--- src/rtl/write_back_stage.sv ---
// Write-back stage: result select into a 2-entry in-order buffer feeding the register file.
// Optional macro WB_LOAD_EXT_EN enables byte/half load extension on the memory path.
module write_back_stage #(
    parameter int DATA_W  = 32,
    parameter int ADDR_W  = 5,
    parameter int RET_INC = 1
) (
    input  logic              iClk,
    input  logic              iRst_n,
    input  logic              iValid,
    output logic              oReady,
    input  logic [DATA_W-1:0] iMemData,
    input  logic [DATA_W-1:0] iExuData,
    input  logic              iMemToReg,
    input  logic              iRetCmd,
    input  logic [1:0]        iLoadSize,
    input  logic              iLoadSigned,
    input  logic [ADDR_W-1:0] iWrAddr,
    output logic              oWrEn,
    input  logic              iWrAck,
    output logic [ADDR_W-1:0] oWrAddr,
    output logic [DATA_W-1:0] oWriteData,
    output logic [1:0]        oOccupancy
);

    localparam logic [1:0] S_EMPTY = 2'd0;
    localparam logic [1:0] S_ONE   = 2'd1;
    localparam logic [1:0] S_FULL  = 2'd2;

    logic [1:0]        r_occ;
    logic [DATA_W-1:0] r_data [2];
    logic [ADDR_W-1:0] r_addr [2];

    logic              w_accept;
    logic              w_ack;
    logic              w_slot;
    logic [DATA_W-1:0] w_mem;
    logic [DATA_W-1:0] w_result;

    // Return-address increment wraps modulo 2^DATA_W; the carry is dropped.
    function automatic logic [DATA_W-1:0] f_ret_add(input logic [DATA_W-1:0] d);
        return d + DATA_W'(RET_INC);
    endfunction

`ifdef WB_LOAD_EXT_EN
    function automatic logic [DATA_W-1:0] f_load_ext(
        input logic [DATA_W-1:0] d,
        input logic [1:0]        size,
        input logic              sgn
    );
        case (size)
            2'b00:   return {{(DATA_W-8){sgn & d[7]}}, d[7:0]};
            2'b01:   return {{(DATA_W-16){sgn & d[15]}}, d[15:0]};
            default: return d;
        endcase
    endfunction

    assign w_mem = f_load_ext(iMemData, iLoadSize, iLoadSigned);
`else
    logic w_unused_load;
    assign w_unused_load = ^{iLoadSize, iLoadSigned};
    assign w_mem         = iMemData;
`endif

    assign w_result = iMemToReg ? w_mem :
                      iRetCmd   ? f_ret_add(iExuData) : iExuData;

    assign oReady   = (r_occ != S_FULL) || iWrAck;
    assign w_accept = iValid && oReady;
    assign w_ack    = iWrAck && (r_occ != S_EMPTY);
    // New entry lands behind whatever survives this cycle's ack.
    assign w_slot   = (r_occ == S_FULL) || ((r_occ == S_ONE) && !w_ack);

    always_ff @(posedge iClk or negedge iRst_n) begin
        if (!iRst_n) begin
            r_occ <= S_EMPTY;
        end else begin
            case ({w_accept, w_ack})
                2'b10:   r_occ <= r_occ + 2'd1;
                2'b01:   r_occ <= r_occ - 2'd1;
                default: r_occ <= r_occ;
            endcase
        end
    end

    // Payload storage carries no reset; outputs are masked by occupancy instead.
    always_ff @(posedge iClk) begin
        if (w_ack) begin
            r_data[0] <= r_data[1];
            r_addr[0] <= r_addr[1];
        end
        if (w_accept) begin
            r_data[w_slot] <= w_result;
            r_addr[w_slot] <= iWrAddr;
        end
    end

    assign oWrEn      = (r_occ != S_EMPTY);
    assign oOccupancy = r_occ;
    assign oWrAddr    = oWrEn ? r_addr[0] : '0;
    assign oWriteData = oWrEn ? r_data[0] : '0;

endmodule
--- config.mk ---
export PLATFORM = sky130hd
export DESIGN_NAME = write_back_stage
export DESIGN_NICKNAME = d
export VERILOG_FILES = /design/src/rtl/write_back_stage.sv
export SDC_FILE = /design/constraint.sdc
export NUM_CORES = 1
export LEC_CHECK = 0
export CORE_UTILIZATION = 53
export CTS_CLUSTER_SIZE = 28
export DETAILED_ROUTE_END_ITERATION = 10
export PLACE_DENSITY_LB_ADDON = 0.3
export SLEW_MARGIN = 20
export SYNTH_ARGS = -nofsm -noshare
export SYNTH_HDL_FRONTEND = slang
export SYNTH_SLANG_ARGS = --single-unit
export TNS_END_PERCENT = 5
--- constraint.sdc ---
create_clock -name iClk -period 5.7 [get_ports iClk]
set_input_delay 1.14 -clock iClk [delete_from_list [all_inputs] [get_ports iClk]]
set_output_delay 1.14 -clock iClk [all_outputs]
set_load 0.03 [all_outputs]
After elaboration in Yosys (flattened, before gate mapping)
Memory sizes are Yosys's and may differ from the RTL's.
Index checks and enable logic that the tools add are counted.
{"block": "totals", "regBits": 2, "latch_bits": 0, "ram_bits": 74, "rom_bits": 0, "input_bits": 78, "output_inout_bits": 41, "wordCells": 28, "memories": 2}
{"block": "classes", "n_addsub": 3, "multipliers": 0, "div": 0, "order_cmp": 0, "eq_ne": 5, "shifts": 0, "n_mux": 9, "bitwise_logic": 0, "n_reduce_logical": 8}
{"name": "r_data", "depth": 2, "word_bits": 32, "rd": 2, "rd_ports_with_merged_regs": 0, "write_ports": 2, "line": "31", "rtl": "logic [DATA_W-1:0] r_data [2];"}
{"name": "r_addr", "depth": 2, "word_bits": 5, "rd": 2, "rd_ports_with_merged_regs": 0, "write_ports": 2, "line": "32", "rtl": "logic [ADDR_W-1:0] r_addr [2];"}
{"cell": "two-way mux 32 bit", "count": 3}
{"cell": "adder 32 x 1 -> 32 bit, second input constant", "count": 1}
{"cell": "two-way mux 5 bit", "count": 1}
{"cell": "== test 2 x 1 -> 1 bit, second input constant", "count": 2}
{"cell": "== test 2 bit, second input constant", "count": 2}
{"cell": "two-way mux 1 bit", "count": 4}
{"cell": "one-hot mux 2 bit (2 select lines)", "count": 1}
{"cell": "nonzero test 2 bit", "count": 2}
{"cell": "logical AND 1 bit", "count": 3}
{"cell": "adder 2 x 1 -> 2 bit, second input constant", "count": 1}
{"cell": "logical OR 1 bit", "count": 2}
{"cell": "!= test 2 bit, second input constant", "count": 1}
{"cell": "subtractor 2 x 1 -> 2 bit, second input constant", "count": 1}
{"cell": "zero test 1 bit", "count": 1}

Longest topological paths before layout
{"block": "logic_depth", "ltp_word": 5, "mapped_depth": 9, "depth_no_buf": 7}

Least setup slack after synthesis
Ideal clock, no wire load.
{"block": "synth_timing", "path_type": "in2reg", "start": "input port iWrAck", "end": "memory r_addr[1][0] (enable)", "setup_time_ns": 0.431, "arrival_ns": 3.146, "slack_ns": 2.122, "path_stages": 3, "path_buffers": 0, "path_cell_list": "nand2b_1 nand2_1 nor2_1"}
{"element": "start, declared", "line": "20", "rtl": "input logic iWrAck,"}
{"element": "end, declared", "line": "32"}

==> qor.csv <==
metric,value,unit
leading area contributor after synthesis,edfxtp_1,
Setup-failing EPs final,0,
clk slew on worst S/H paths,0.09,ns
cell mode on critical path,buf_4,
routed vias/inst,5.53,
share of cells above drive strength 1,0.110,
clock tree from TritonCTS,built,
"Hold Vio Cnt, Final",0,
sequential area share after synthesis,0.507,
Worst EP required,5.78,ns
Slew HR,0.384,
RSZ-0062 raised after global routing,no,
Final Max Tran Viols,0,
Vias,3432,
Leakage,2.13,nW
PD cells,460,nW/um^2
worst-margin pin slew,0.921,ns
Worst Hold Class,flop to flop,
Hold Buf Count CTS,0,
H-tree depth,3,
FMAX,268,MHz
drt pass-1 iters,5,
root buf cell,clkbuf_8,
Seq cells post-synth,76,
net load switching power,1.05,mW
gp weighted congestion,0.867,
Yosys warning count,0,
status,"finished, final reports clean",
Avg WL per Cell,16.2,um
worst stage delay on the critical path,0.56,ns
final worst slack,1.96,ns
"CP delay by family, top",buffers and inverters,
number of synthesized flops with an enable pin,74,
die height,94.0,um
synth top area cells,"edfxtp_1, nor2b_1, mux2_2",
"Remaining Overflow, GRT",0,
min Tclk post-route,3.74,ns
utilization after layout,0.714,
Avg Inst Size Synth,11.0,sq um
Bufs and invs on worst path,3,
deepest clock path buffer count,2,
initial antenna violation count,0,
Layout Area Growth over Synthesis,30.8,%
WL final,10.1,mm
Combinational Power Share,0.495,
Worst Skew,0.00711,ns
Worst VDD drop,0.000175,V
syn_nets,490,
sequential power share,0.348,
max_cap viols,0,
mapped cell area,4490,sq um
"FFs w/ async S/R, synth",0.0263,
largest net degree at the start of global routing,40,
Setup crit start kind,flop,
chip width,94.0,um
post_cts resized,0,
DP Worst Slack,1.92,ns
Site Rows,33,
Int Power,1.65,mW
vias in the first global route,3200,
"Slowest-stage cell, CP",or2_1,
crit end category,flop,
CP cell instances,inv_1 -> ha_1 -> buf_4 -> nand2b_1 -> a211o_2 -> buf_4 -> or2_1 -> o221ai_1,
setup TNS,0,ns
critical path class,flop to flop,
final worst path period share,0.656,
Clock power frac,0.157,
Switching Share,0.390,
Yosys cell types,53,
Cells after Synth,407,
num ports,119,
post-CTS setup buffers,0,
Synth top area share,0.495,
core area,8220,sq um
Detailed Place HPWL,7.00,mm
initial cell density of the core,0.546,
Antenna diodes,0,
global-route wire length before repair,15.9,mm
Final Power,2.70,mW
Worst-Skew Late Latency,0.35,ns
Nets,594,
Crit Path Max Fanout,35,
IO Port Bufs,115,
total CTS buffers,9,
Arrival @ worst endpoint,3.81,ns
Die ar.,8840,sq um
Main synth FF type,edfxtp_1,
# DRC,0,
All-Layer GR Usage,0.239,
Clock Sinks,76,
Iter 0 DRT Violations,157,
Final ANT Viol Nets,0,
-- path summary, 6_finish.rpt --
| kind | start | endpoint | slack, ns | cells past startpoint |
|---|---|---|---|---|
| worst max-delay path | oOccupancy[0]$_DFFE_PN0P_ | r_data[0][30]$_DFFE_PP_ | 1.96 | 8 |
| worst min-delay path | r_data[1][12]$_DFFE_PP_ | r_data[0][12]$_DFFE_PP_ | 0.53 | 2 |
| worst max register to register | oOccupancy[0]$_DFFE_PN0P_ | r_data[0][30]$_DFFE_PP_ | 1.96 | 8 |
| worst min register to register | r_data[1][12]$_DFFE_PP_ | r_data[0][12]$_DFFE_PP_ | 0.53 | 2 |
| max in group asynchronous | iRst_n | oOccupancy[0]$_DFFE_PN0P_ | 4.64 | 1 |
| min in group asynchronous | iRst_n | oOccupancy[1]$_DFFE_PN0P_ | 0.94 | 1 |
-- worst reg2reg max path, stage by stage, from the launching register on --
cell and delay (ns):
dfrtp_1 0.44, inv_1 0.11, ha_1 0.47, buf_4 0.40, nand2b_1 0.25, a211o_2 0.54, buf_4 0.48, or2_1 0.56
o221ai_1 0.22
-- final cells by class --
type,instances,area (sq um)
fill,616,2350
tap,105,131
clock inverter,7,75.1
timing repair buffer,119,1200
multi-input combinational,282,1980
inverter,23,86.3
sequential,76,2270
clock buffer,9,124
-- registers in the layout (all words and copies together), names as in the netlist --
signal / cells
r_data: 64
r_addr: 10
oOccupancy: 2
-- layout by cell type, fill, tap and decap left out, types with 3 or more instances in the layout --
master / instances
clkinvlp_4: 3
o21ai_0: 11
nor2_1: 10
o221ai_1: 14
xor2_1: 17
nand2b_1: 3
edfxtp_1: 74
and4_1: 3
clkdlybuf4s50_1: 114
clkbuf_8: 9
nand3_1: 13
nand4_1: 12
inv_1: 23
xnor2_1: 12
mux2_2: 20
ha_1: 5
nor4_1: 5
nand4b_1: 3
mux2i_1: 14
nor3_1: 3
o31ai_1: 3
nor2b_1: 41
nand2_1: 58
buf_4: 3
-- layer usage --
| metal | vias up | global-route usage | share of wire |
|---|---|---|---|
| li1 | 1680 | - | - |
| met1 | 1609 | 0.323 | 0.45 |
| met2 | 137 | 0.395 | 0.48 |
| met3 | 6 | 0.0437 | 0.058 |
| met4 | 0 | 0.0654 | 0.0083 |
| met5 | - | 0 | 0 |
-- synthesized netlist by cell type (2+ instances only) --
master / count
o21ai_0: 11
and3_1: 2
nor3_1: 3
nand2b_1: 3
o31ai_1: 3
a21oi_1: 2
clkbuf_2: 3
ha_1: 5
mux2i_1: 14
inv_1: 23
buf_2: 2
nor4_1: 5
nand4b_1: 3
dfrtp_1: 2
nand3_1: 13
and4_2: 2
nor4_4: 2
nor2_1: 11
clkbuf_1: 15
o211ai_1: 2
nor2b_1: 41
mux2_2: 20
clkbuf_8: 2
and4_1: 3
buf_6: 3
nor3_2: 2
nand4_1: 12
xor2_1: 17
a31oi_1: 2
nand2_1: 59
xnor2_1: 12
edfxtp_1: 74
o221ai_1: 14
-- cells by family (layout without fill, tap and decap cells) --
family,count (synthesis),count (layout),synth area share
compound gates,43,43,0.0714
xor+xnor,29,29,0.0566
fa+ha+maj,5,5,0.0139
buf+inv,49,158,0.0538
flops,76,76,0.507
mux,34,34,0.0815
simple gates,171,171,0.216
-- power groups by stage --
stage | Sequential [mW] | Combinational (mW) | Clock [mW]
2_1_floorplan | 0.955 | 0.820 | 0
3_3_place_gp | 0.949 | 1.31 | 0
3_5_place_dp | 0.956 | 1.33 | 0
4_1_cts | 0.944 | 1.33 | 0.423
5_1_grt | 0.959 | 1.42 | 0.451
6_report | 0.941 | 1.34 | 0.423
-- metrics by stage --
stage               instances  hold WS, ns  instance area [sq um]
global route              621        0.549                   5870
detailed placement        604        0.513                   5640
global placement          604        0.505                   5640
finish                    621        0.531                   5870
CTS                       620        0.532                   5840
floorplan                 407        0.495                   4490
Note: power is estimated with default switching activity, not from simulation.
==> edit 1: new RTL, config.mk and constraints unchanged <==
Build with the macro `WB_LOAD_EXT_EN` defined.
--- a/src/rtl/write_back_stage.sv
+++ b/src/rtl/write_back_stage.sv
@@ -2,2 +2,4 @@
 // Optional macro WB_LOAD_EXT_EN enables byte/half load extension on the memory path.
+`define WB_LOAD_EXT_EN
+
 module write_back_stage #(
Formal check against the unedited RTL: not equivalent (Yosys sat finds a counterexample within 4 cycles, from zero or initial values and one cycle with iRst_n low).
==> edit 1 against the original RTL <==
- cell count is 1.4% higher
- routed wire length is 4.6% higher
- final area is 0.43% lower
- sequential cell count stayed put
- power is 0.40% lower
- critical path depth is 5 lower
- clock skew is 4.3 ps higher
- setup slack better by 180 ps
- synthesized area is 1.6% lower
- highest routed layer unchanged
==> edit 1: results (changes against the original RTL) <==
* Status: complete, no violations
* DP Area at 5653 µm² (+0.20%)
* Max IR drop VDD at 233.8 µV (+33%)
* Clock Skew at 11.40 ps (+4.297 ps)
* DRT iter0 DRCs at 176 (+12%)
* H-tree Lvls at 3 (unchanged)
* Sequential-to-total area share from yosys stat at 51.47% (+0.82 points)
* Non-filler cells, final at 630 (+1.4%)
* Routability congestion estimate at 0.8398 (-3.1%)
* Sw frac at 38.68% (-0.30 points)
* Share of cells above drive strength 1 at 10.61% (-0.44 points)
* ANT cells at 0 (unchanged)
* Max-Slew Margin vs Limit at 29.09% (-9.3 points)
* CTS max path bufs at 2 (unchanged)
* Critical path launch point: iWrAck
* Area contributors post-synth: edfxtp_1 50%, nor2b_1 5.4%, nand2_1 4.7%
* Clk pin slew, worst setup/hold paths at 70 ps (-20 ps)
* Pleak at 0.002073 µW (-2.5%)
* Async SR Flop Fraction at 2.632% (unchanged)
* DR pass1 iterations at 5 (unchanged)
* Largest net degree at the start of global routing at 49 (+23%)
* Worst-Skew Late Latency at 350 ps (about the same)
* Port-buffer cells at 118 (+2.6%)
* RR Endpoint: r_data[0][2]
* Smallest hold slack at 513.6 ps (-17.25 ps)
* Inst Count DP at 614 (+1.7%)
* Synth Instances at 414 (+1.7%)
* Global-route wire length before repair at 17.30 mm (+9.0%)
* R2R cell count at 7 (-1)
* Initial antenna violation count at 0 (unchanged)
* Post-synth EDFFs at 74 (unchanged)
* Placed wire-length estimate at 7.733 mm (+11%)
* Synth Warn # at 0 (unchanged)
* Hold Path Class: reg -> reg
* Hold Crit Endpoint: r_addr[0][4]
* TritonCTS Buffers at 9 (unchanged)
* Worst hold start: r_addr[1][4]
* Distinct cells, synth at 48 (-9.4%)
* WL final at 10.52 mm (+4.6%)
* Via/cell ratio at 5.743 (+3.9%)
* Cts repair resizes at 0 (unchanged)
* Reg with most FFs: r_data
* Pre-CTS WS at 1859 ps (-56.24 ps)
* Reg2reg start: oOccupancy[0]
* Number of global-route vias before repair at 3464 (+8.3%)
* Total GRT Usage at 26.33% (+2.4 points)
* Critical Path AT at 2410 ps (-1400 ps)
* Commonest cells post-synth: 74 x edfxtp_1, 55 x nand2_1, 38 x nor2b_1
* Post-Syn Nets at 497 (+1.4%)
* Flop2flop setup slack at 2640 ps (+680 ps)
* Clock root cell: clkbuf_8
* Top_reg_cell synth: edfxtp_1
* Crit Path Max Fanout at 2 (-94%)
-- edit 1: worst max-delay path by stage --
stage | to | slack [ps] | depth (start not counted)
floorplan | r_addr[1][0] | 2120 | 3
global placement | r_data[0][22] | 1930 | 7
detailed placement | r_data[0][22] | 1860 | 7
CTS | oReady | 2150 | 3
global route | r_data[0][20] | 1960 | 7
finish | oReady | 2150 | 3
-- edit 1: power by group through the flow --
| stage | clock (µW) | combinational, µW | sequential [µW] |
|---|---|---|---|
| after global placement | 0 | 1320 | 949 |
| final | 399 | 1340 | 949 |
| after global routing | 417 | 1440 | 967 |
| after CTS | 399 | 1350 | 949 |
| after detailed placement | 0 | 1350 | 961 |
| after floorplan | 0 | 817 | 957 |
-- edit 1: cells by family (layout without fill, tap and decap cells) --
kind of cell             count (synthesis)  count (layout)  share of synthesized area [%]
adder cells (fa/ha/maj)                  5               5                          1.417
buffers and inverters                   36             150                          3.543
multiplexers                            18              18                          4.535
AND/OR/NAND/NOR                        186             186                          23.07
XOR/XNOR                                23              23                          4.734
AO/OA/AOI/OAI                           70              70                          11.22
flip-flops                              76              76                          51.47
-- edit 1: cell type report --
cell class,count,area (µm²)
inverters,11,41.29
well taps,102,127.6
multi-input cells,302,1993
clock inverters,6,62.56
fillers,560,2044
clock buffers,10,127.6
repair buffers,123,1219
flip-flops and latches,76,2272
-- edit 1: worst max-delay path: stages --
cell	delay, ps
clkdlybuf4s50_1	480
nand2b_1	130
clkdlybuf4s50_1	670
-- edit 1: routing by layer --
metal | GRT usage (%) | vias up | wire (µm)
li1 | - | 1739 | -
met1 | 38.21 | 1715 | 4763
met2 | 40.69 | 148 | 4918
met3 | 2.927 | 16 | 654
met4 | 10.13 | 0 | 183
met5 | 0 | - | 0
==> edit 2: new RTL, config.mk and constraints unchanged <==
Made on the original files. Reset style: synchronous (`iRst_n`), changed in one clocked block.
--- a/src/rtl/write_back_stage.sv
+++ b/src/rtl/write_back_stage.sv
@@ -73,3 +73,3 @@
 
-    always_ff @(posedge iClk or negedge iRst_n) begin
+    always_ff @(posedge iClk) begin
         if (!iRst_n) begin
Behaviour: differs if iRst_n is asserted again (counterexample within 4 cycles, from zero or initial values and one cycle with iRst_n low); with iRst_n held inactive, the same outputs for 10 cycles.
==> edit 2 against the original RTL <==
- critical endpoint is now oWriteData[9]
- power increased by 1.3%
- synthesized area decreased by 5.2%
- non-clock buffer count unchanged
- setup slack improved by 120 ps
- synthesized cell count decreased by 0.25%
- routed wire length increased by 1.2%
- final area decreased by 2.8%
- sequential cell count unchanged
- critical path depth decreased by 3
==> edit 2: results (changes against the original RTL) <==
* Total length of routed met3 wires at 619 µm (+6.5%)
* DR pass1 iterations at 5 (unchanged)
* Post-synth EDFFs at 74 (unchanged)
* Worst-Skew Late Latency at 350 ps (about the same)
* Max FFs per register at 64 (unchanged)
* CP peak stage delay at 620 ps (+60 ps)
* CTS max path bufs at 2 (unchanged)
* Met2 wire length at 5.230 mm (+7.3%)
* Slowest-stage cell, CP: clkdlybuf4s50_1
* Max-Slew Margin vs Limit at 36.70% (-1.7 points)
* TritonCTS Buffers at 9 (unchanged)
* Drt wl/cell at 16.39 µm (+1.2%)
* Hold Path Class: reg -> reg
* DP Area at 5475 µm² (-2.9%)
* Area contributors post-synth: edfxtp_1 52%, nor2b_1 5.7%, nand2_1 5.6%
* Distinct cells, synth at 38 (-28%)
* Nets@finish at 597 (+0.51%)
* Reg with most FFs: r_data
* Placed wire-length estimate at 6.957 mm (-0.55%)
* Post-Syn Nets at 489 (-0.20%)
* Cts repair resizes at 0 (unchanged)
* Status: complete, no violations
* Routability congestion estimate at 0.8834 (+1.9%)
* Crit Path Max Fanout at 21 (-40%)
* DRT iter0 DRCs at 214 (+36%)
* H-tree Lvls at 3 (unchanged)
* Total setup buffers inserted after CTS at 0 (unchanged)
* Largest net degree at the start of global routing at 70 (+75%)
* Synth Warn # at 0 (unchanged)
* Clock Skew at 7.217 ps (+0.1094 ps)
* Number of global-route vias before repair at 3419 (+6.8%)
* Max IR drop VDD at 275.3 µV (+57%)
* Commonest cells post-synth: 74 x edfxtp_1, 64 x nand2_1, 39 x nor2b_1
* Pre-CTS WS at 2017 ps (+101.9 ps)
* Async SR Flop Fraction at 0% (-2.6 points)
* Total GRT Usage at 26.11% (+2.2 points)
* Global-route wire length before repair at 16.84 mm (+6.1%)
* Via/cell ratio at 5.568 (+0.76%)
* Pleak at 0.002009 µW (-5.5%)
* Share of cells above drive strength 1 at 6.936% (-4.1 points)
* Sequential-to-total area share from yosys stat at 53.19% (+2.5 points)
* ANT cells at 0 (unchanged)
* Max_cap viols at 0 (unchanged)
* Wl on met1 at 4.217 mm (-6.7%)
[edit 2: cell types whose count changed after synthesis, sizes merged, moves of 4 or more]
| cell | change |
|---|---|
| mux2 | -9 |
| o21ai | +8 |
| xnor2 | +8 |
| o221ai | -7 |
| o22ai | +7 |
| a21oi | +6 |
| nand2 | +6 |
| xor2 | -6 |
| nand4 | -5 |
| clkbuf | -4 |
| inv | -4 |
[edit 2: report_power, final]
| group | internal (µW) | switching (µW) |
|---|---|---|
| Sequential | 927 | 48.6 |
| Clock | 245 | 203 |
| Combinational | 522 | 788 |
| Total | 1690 | 1040 |
[edit 2: worst paths after layout]
| check | from | end | slack [ps] | cells after the start |
|---|---|---|---|---|
| worst min-delay path | r_addr[1][3] | r_addr[0][3] | 520 | 2 |
| worst max register to register | oOccupancy[0] | r_data[0][24] | 2440 | 7 |
| worst min register to register | r_addr[1][3] | r_addr[0][3] | 520 | 2 |
| worst max-delay path | oOccupancy[0] | oWriteData[9] | 2080 | 5 |
[edit 2: layout make-up]
cell class | count | area [µm²]
clock inverters | 5 | 76.32
inverters | 19 | 71.32
clock buffers | 11 | 131.4
fillers | 547 | 2023
flip-flops and latches | 76 | 2262
multi-input cells | 289 | 1847
well taps | 102 | 127.6
repair buffers | 119 | 1189
[edit 2: layer usage]
metal	GRT usage (%)	vias to the layer above
met5	0	-
met4	8.730	0
met3	5.360	11
met2	44.36	135
met1	33.17	1642
li1	-	1670
[edit 2: per-stage QoR]
step	utilization, %	cells
floorplan	-	406
global placement	70.85	604
detailed placement	70.85	604
CTS	73.54	620
global route	73.82	621
finish	73.82	621
[edit 2: worst min-delay path: stages (launching register included)]
cell      delay [ps]
edfxtp_1         320
nand2_1           40
nand2_1           50
[edit 2: kinds of logic after synthesis]
kind of cell / count (synthesis) / share of synthesized area [%]
DFF: 76 / 53.19
muxes: 24 / 5.972
and+or+nand+nor: 178 / 21.83
buffers and inverters: 41 / 3.648
AOI/OAI and AO/OA: 51 / 7.503
xor gates and xnor gates: 31 / 6.384
adders and majority gates: 5 / 1.471
